### src/rtl/box_pkg.sv
// Shared screen geometry and coordinate helpers for the box demo and the VGA timing stage.
package box_pkg;

  localparam int ACTIVE_WIDTH  = 640;
  localparam int ACTIVE_HEIGHT = 480;
  localparam int COORD_W       = 10;

  localparam logic [COORD_W-1:0] RESET_X = 10'd220;
  localparam logic [COORD_W-1:0] RESET_Y = 10'd140;

  // Moves pos one step toward inc/dec (none when both or neither) and clamps to [0, max_pos].
  // One extra bit keeps an underflow below zero visible as a negative value.
  function automatic logic [COORD_W-1:0] step_clamp(
    input logic [COORD_W-1:0] pos,
    input logic               dec,
    input logic               inc,
    input logic [COORD_W:0]   step,
    input logic [COORD_W:0]   max_pos
  );
    logic signed [COORD_W:0] sum;
    sum = $signed({1'b0, pos});
    if (dec && !inc) begin
      sum = sum - $signed(step);
    end else if (inc && !dec) begin
      sum = sum + $signed(step);
    end
    if (sum[COORD_W]) begin
      sum = '0;
    end else if (sum > $signed(max_pos)) begin
      sum = $signed(max_pos);
    end
    return sum[COORD_W-1:0];
  endfunction

endpackage

### src/rtl/btn_debounce.sv
// Two-flop synchroniser followed by a stability counter; the output level flips only
// after the synchronised input has disagreed with it for DEBOUNCE_COUNT straight cycles.
module btn_debounce #(
  parameter int DEBOUNCE_COUNT = 250000
) (
  input  logic clk,
  input  logic reset,
  input  logic btn_i,
  output logic level_o
);

  localparam int CNT_W = $clog2(DEBOUNCE_COUNT + 1);

  logic [1:0]       sync_q;
  logic             level_q, level_d;
  logic [CNT_W-1:0] cnt_q, cnt_d;

  always_ff @(posedge clk) begin
    if (reset) begin
      sync_q  <= '0;
      level_q <= 1'b0;
      cnt_q   <= '0;
    end else begin
      sync_q  <= {sync_q[0], btn_i};
      level_q <= level_d;
      cnt_q   <= cnt_d;
    end
  end

  // Any cycle where the input agrees with the accepted level restarts the count.
  always_comb begin
    level_d = level_q;
    cnt_d   = '0;
    if (sync_q[1] != level_q) begin
      if (cnt_q == CNT_W'(DEBOUNCE_COUNT - 1)) begin
        level_d = sync_q[1];
      end else begin
        cnt_d = cnt_q + 1'b1;
      end
    end
  end

  assign level_o = level_q;

endmodule

### src/rtl/box_mover.sv
// Moves a square box once per frame according to debounced direction buttons,
// clamping it inside the active area.
module box_mover
  import box_pkg::*;
#(
  parameter int STEP           = 4,
  parameter int DEBOUNCE_COUNT = 250000,
  parameter int BOX_SIZE       = 200
) (
  input  logic               clk,
  input  logic               reset,
  input  logic               v_sync,
  input  logic               btn_up,
  input  logic               btn_down,
  input  logic               btn_left,
  input  logic               btn_right,
  output logic [COORD_W-1:0] box_x,
  output logic [COORD_W-1:0] box_y,
  output logic               moved
);

  localparam logic [COORD_W:0] STEP_W = (COORD_W + 1)'(STEP);
  localparam logic [COORD_W:0] MAX_X  = (COORD_W + 1)'(ACTIVE_WIDTH - BOX_SIZE);
  localparam logic [COORD_W:0] MAX_Y  = (COORD_W + 1)'(ACTIVE_HEIGHT - BOX_SIZE);

  // Bit order: 3 up, 2 down, 1 left, 0 right.
  logic [3:0] btn_raw;
  logic [3:0] btn_db;

  assign btn_raw = {btn_up, btn_down, btn_left, btn_right};

  for (genvar gi = 0; gi < 4; gi++) begin : g_db
    btn_debounce #(
      .DEBOUNCE_COUNT(DEBOUNCE_COUNT)
    ) u_db (
      .clk    (clk),
      .reset  (reset),
      .btn_i  (btn_raw[gi]),
      .level_o(btn_db[gi])
    );
  end

  logic               vs_q, vs_q2;
  logic               frame_tick;
  logic [COORD_W-1:0] x_q, x_d;
  logic [COORD_W-1:0] y_q, y_d;
  logic               moved_q, moved_d;

  assign frame_tick = vs_q2 & ~vs_q;

  always_comb begin
    x_d     = x_q;
    y_d     = y_q;
    moved_d = 1'b0;
    if (frame_tick) begin
      x_d     = step_clamp(x_q, btn_db[1], btn_db[0], STEP_W, MAX_X);
      y_d     = step_clamp(y_q, btn_db[3], btn_db[2], STEP_W, MAX_Y);
      moved_d = (x_d != x_q) || (y_d != y_q);
    end
  end

  always_ff @(posedge clk) begin
    if (reset) begin
      vs_q    <= 1'b0;
      vs_q2   <= 1'b0;
      x_q     <= RESET_X;
      y_q     <= RESET_Y;
      moved_q <= 1'b0;
    end else begin
      vs_q    <= v_sync;
      vs_q2   <= vs_q;
      x_q     <= x_d;
      y_q     <= y_d;
      moved_q <= moved_d;
    end
  end

  assign box_x = x_q;
  assign box_y = y_q;
  assign moved = moved_q;

endmodule
### config.mk
export PLATFORM = sky130hd
export DESIGN_NAME = box_mover
export DESIGN_NICKNAME = d
export VERILOG_FILES = /design/src/rtl/box_pkg.sv /design/src/rtl/btn_debounce.sv /design/src/rtl/box_mover.sv
export SDC_FILE = /design/constraint.sdc
export NUM_CORES = 1
export LEC_CHECK = 0
export ABC_AREA = 1
export CAP_MARGIN = 20
export CORE_MARGIN = 1.5
export CORE_UTILIZATION = 66
export CTS_CLUSTER_DIAMETER = 80
export CTS_CLUSTER_SIZE = 24
export DETAILED_ROUTE_END_ITERATION = 10
export GPL_ROUTABILITY_DRIVEN = 0
export MAX_ROUTING_LAYER = met4
export PLACE_DENSITY_LB_ADDON = 0.25
export SYNTH_ARGS = -nofsm -noshare
export SYNTH_HDL_FRONTEND = slang
export SYNTH_HIERARCHICAL = 1
export SYNTH_SLANG_ARGS = --single-unit
### constraint.sdc
create_clock -name clk -period 5.7 [get_ports clk]
set_input_delay 1.14 -clock clk [delete_from_list [all_inputs] [get_ports clk]]
set_output_delay 1.14 -clock clk [all_outputs]
set_load 0.02 [all_outputs]
# == After elaboration in Yosys (flattened, before gate mapping) ==
# Cells that the tools add are included.
# totals
elab_cells,74
out_inout_bits,21
input_bits,7
register_bits,107
# classes
bitwise,7
addsub,8
eq_ne,10
mux,12
n_lt_le_gt_ge,2
reduce_logical,18
# ops
op,n
"18-bit by 1-bit adder with 18-bit output, second input constant",4
"18-bit == test, second input constant",4
11-bit 2-to-1 mux,6
10-bit 2-to-1 mux,6
"10-bit by 3-bit adder with 11-bit output, second input constant",2
"11-bit by 10-bit greater-than comparator with 1-bit output, second input constant",2
"10-bit by 3-bit subtractor with 11-bit output, second input constant",2
10-bit != test,2
3-bit OR reduction,4
2-bit AND reduction,4
1-bit inverter,6
1-bit logical AND,4
1-bit logical NOT,4
1-bit != test,4
2-bit OR reduction,1
1-bit AND,1
1-bit logical OR,1

# == Depth between registers and ports, before layout ==
# depth
depth_word,11
ltp_mapped,19
depth_no_buf,19

# == Modules after synthesis ==
# The synthesis kept the hierarchy.
# modules_own_cells
module,cells_each,instances,area_per_inst_um2,seq_area_each_um2
btn_debounce,144,4,1019.7,420.4
box_mover,357,1,1969.4,460.4

# == Least setup slack after synthesis ==
# Ideal clock, no wire load.
# synth_path
kind,register to register
from,"reg x_q[2], in the netlist box_x[2]"
to,"reg moved_q, in the netlist moved"
synth_period_minus_slack_ns,2.103
path_stages_with_launch,17
setup_ns,0.112
path_slack_ns,3.597
t_arrival_ns,1.992
path_buffers,0
t_required_ns,5.588
cell_sequence,dfxtp_1 > inv_1 > ha_1 > o21ai_0 > nand2_1 > nand2_1 > inv_1 > nand3_1 > nand2_1 > nand2_2 > nand3_2 > o21ai_0 > nand3_1 > nor2_1 > nand2_1 > nor2_1 > nor2_1
# synth_via
elab_chain_len,10
elab_cells_between_ends,11
classes_between,add/sub: 2; order compare: 1; eq/ne: 1; mux: 6; reduce/logical: 1
# synth_lines
item,line_no,rtl
"start, declared",box_mover.sv:45,"logic [COORD_W-1:0] x_q, x_d;"
"start signal, assigned",box_mover.sv:66,x_q <= RESET_X;
"start signal, assigned",box_mover.sv:72,x_q <= x_d;
10-bit by 3-bit adder with 11-bit output,box_pkg.sv:25,sum = sum + $signed(step);
11-bit 2-to-1 mux,box_pkg.sv:24,end else if (inc && !dec) begin
11-bit 2-to-1 mux,box_pkg.sv:22,if (dec && !inc) begin
11-bit 2-to-1 mux,box_mover.sv:55,if (frame_tick) begin
11-bit by 10-bit greater-than comparator with 1-bit output,box_pkg.sv:29,end else if (sum > $signed(max_pos)) begin
10-bit 2-to-1 mux,box_pkg.sv:29,
10-bit 2-to-1 mux,box_pkg.sv:27,if (sum[COORD_W]) begin
10-bit 2-to-1 mux,box_mover.sv:55,
10-bit != test *,box_mover.sv:58,moved_d = (x_d != x_q) || (y_d != y_q);
1-bit logical OR *,box_mover.sv:58,
"end signal, assigned",box_mover.sv:74,moved_q <= moved_d;
"end, declared",box_mover.sv:47,"logic moved_q, moved_d;"
# Every way passes the cells marked *; elsewhere a longest branch is shown, timed or not. The select of a mux whose other input is x is not followed.
# A chain may end at the register's enable or synchronous reset.

# == Final worst setup path ==
# layout_path
from,"reg x_q[4], in the netlist box_x[4]"
to,out box_x[4]
# layout_rtl
item,line_no,rtl
"end, declared",box_mover.sv:17,"output logic [COORD_W-1:0] box_x,"
# No word-level cell between the ends.

==> flow_summary.yaml <==
yosys:
  synth_top_area_frac: 0.354
  synthTopCellsByCount: "nand2_1, nor2_1, dfxtp_1, inv_1, nand3_1"
  synth-seq-area-share: 0.354
  syn-mean-instance-area_um2: 6.48
  synth_ff_type: "dfxtp_1"
  async_reset_ff_frac: 0
  synth_area_mm2: 0.00605
  yosysMostFrequentCell: "nand2_1"
  yosys-top-cells-area: "dfxtp_1, nand2_1, nor2_1"
  yosysUniqueCellTypes: 33
  synthCells: 933
  synth_warnings: 6
  syn_nets: 948
  synth-seq-cells: 107
  synth-edff-count: 0
  yosysTopAreaCell: "dfxtp_1"
flow_run:
  drv_cap: 0
timing:
  slew_headroom: 0.664
  max_freq_mhz: 365
  period_needed_ns: 2.74
  hold_viol_final: 0
  finClkSkew_ns: 0.0169
  slew_violations: 0
  setup_tns_ns: 0
  rsz0062_at_grt: "no"
  setup_viol: 0
  worstMarginPinSlew_ns: 0.502
  period_share: 0.481
  whs_ns: 0.410
cells_and_area:
  fin_util: 0.745
  multi_input_comb_area_mm2: 0.00345
  ff_latch_area_mm2: 0.00214
  antenna_cells: 0
  nets: 975
  area.growth.synth_to_final_pct: 8.50
  nFillCells: 741
  drive_above_1_share: 0.0611
global_routing:
  grt.total_usage: 0.275
  grt_pass1_vias: 5216
  antenna_found_initial: 0
  grt_overflow: 0
  grt_first_pass_wirelength_um: 21800
  grt_start_max_net_pins: 31
floorplan:
  dieArea_mm2: 0.00975
  num_io_pins: 28
  die_x_um: 98.7
  num_rows: 34
  coreArea_mm2: 0.00881
  initial_utilization: 0.687
  fp.dieH_um: 98.7
route:
  drt-initial-drc-count: 268
  avgRoutedWirePerCell_um: 11.1
  drc_errors: 4
  wl_um: 11900
  drt_first_pass_iters: 8
  viasPerCell: 5.24
  ant_nets: 0
  num_vias: 5625
critical_path:
  path_depth: 1
  cp_cell_sequence: "clkdlybuf4s50_1"
  worst_setup_path_start_kind: "flop"
  worstPathArrival_ns: 1.60
  worst_path_max_delay_cell: "clkdlybuf4s50_1"
  worstRegToRegCells: 13
  critPathMaxStageDelay_ns: 0.68
  cp_max_fo: 10
  critPathKind: "reg2out"
  cp_top_family: "buffers and inverters"
  path_buf_inv: 1
  endpoint_kind: "output port"
  required_ns: 4.56
clock_tree:
  cts_hold_buffers: 0
  cts_root_buf: "clkbuf_8"
  cts_buffers: 9
  post_cts_buffers: 0
  cts_num_sinks: 107
  cts_tree: "done"
  clk_path_buf_depth: 2
  cts.repair.resized: 0
  htree_num_levels: 3
  clkLatencyLatePin_ns: 0.38
  clk_pin_slew_ns: 0.10
outcome:
  status: "finished, violations left"
  violations: "design-rule violations"
place:
  numPortBuffers: 27
  hpwlAfterDp_um: 8890
pwr:
  p_per_area_mw_per_mm2: 199
  leakagePower_nw: 2.64
  ir_drop_uv: 157
hold_path:
  whs_path_depth: 2
  hold_class: "reg2reg"
[final timing paths]
path	startpoint	to	slack, ns
setup reg to reg	box_x[3]	moved	3.25
hold / removal	g_db[2].u_db/sync_q[0]	g_db[2].u_db/sync_q[1]	0.41
hold reg to reg	g_db[2].u_db/sync_q[0]	g_db[2].u_db/sync_q[1]	0.41
setup / recovery	box_x[4]	box_x[4]	2.96
[cell families (layout without fill, tap and decap cells)]
kind of cell / Yosys count / after routing / share of synthesized area
adder cells (fa/ha/maj): 8 / 8 / 0.0166
flip-flops: 107 / 107 / 0.354
buffers and inverters: 110 / 142 / 0.0757
AO/OA/AOI/OAI: 75 / 75 / 0.0633
AND/OR/NAND/NOR: 593 / 593 / 0.432
XOR/XNOR: 40 / 40 / 0.0579
[where the power goes]
part / switching (W) / internal (W)
Combinational: 0.0000551 / 0.0000363
Sequential: 0.0000125 / 0.000756
Clock: 0.000273 / 0.000170
Total: 0.000341 / 0.000963
[sequential cells by signal, summed over array words and instances (netlist names)]
name               cells
box_x                 10
box_y                 10
g_db.u_db/cnt_q       72
g_db.u_db/level_o      4
g_db.u_db/sync_q       8
moved                  1
vs_q                   1
vs_q2                  1
[worst reg2reg max path: stages, from the launching register on]
cell and delay [ns]:
dfxtp_1 0.52, inv_1 0.12, ha_1 0.22, nand2_1 0.08
nor2_2 0.05, nand3_1 0.13, o21a_1 0.44, nand3_2 0.25
o21ai_0 0.15, nand3_1 0.09, nor2_1 0.10, nand2_1 0.06
nor2_1 0.12, nor2_1 0.05
[final cells by class]
cell class              count  area share
multi-input cells         716       0.525
flip-flops and latches    107       0.326
inverters                  98      0.0561
repair buffers             28      0.0423
well taps                 108      0.0206
clock buffers               9      0.0189
clock inverters             7      0.0103
[layout by cell type, fill, tap and decap left out, types with 2 or more instances in the layout]
cell type	instances
dfxtp_1	107
nor2_1	187
xor2_1	28
nand4_1	16
a21oi_1	47
or2_0	12
inv_6	3
inv_2	8
nand2_1	251
nor2_2	12
nand3_2	7
or2_2	4
nand2_4	5
inv_1	89
clkdlybuf4s50_1	27
nand3b_1	2
xnor2_1	12
clkbuf_8	9
nand3b_4	4
nand3_1	87
o21ai_0	24
nor3_1	3
ha_1	8
[metrics by stage]
step	setup slack, ns	instances	area, µm²	power, W
finish	2.96	1073	6560	0.00130
floorplan	3.60	933	6050	0.000847
global route	2.89	1073	6560	0.00136
detailed placement	3.16	1057	6370	0.000876
CTS	2.94	1073	6560	0.00132
global placement	3.19	1057	6370	0.000874
[per-layer routing]
layer,track usage,vias up,wire [µm]
met4,0.0780,0,187
met1,0.343,2497,5730
li1,-,2994,-
met5,-,-,0
met2,0.458,117,5520
met3,0.0511,17,485
Power figures use the tool's default switching activity.
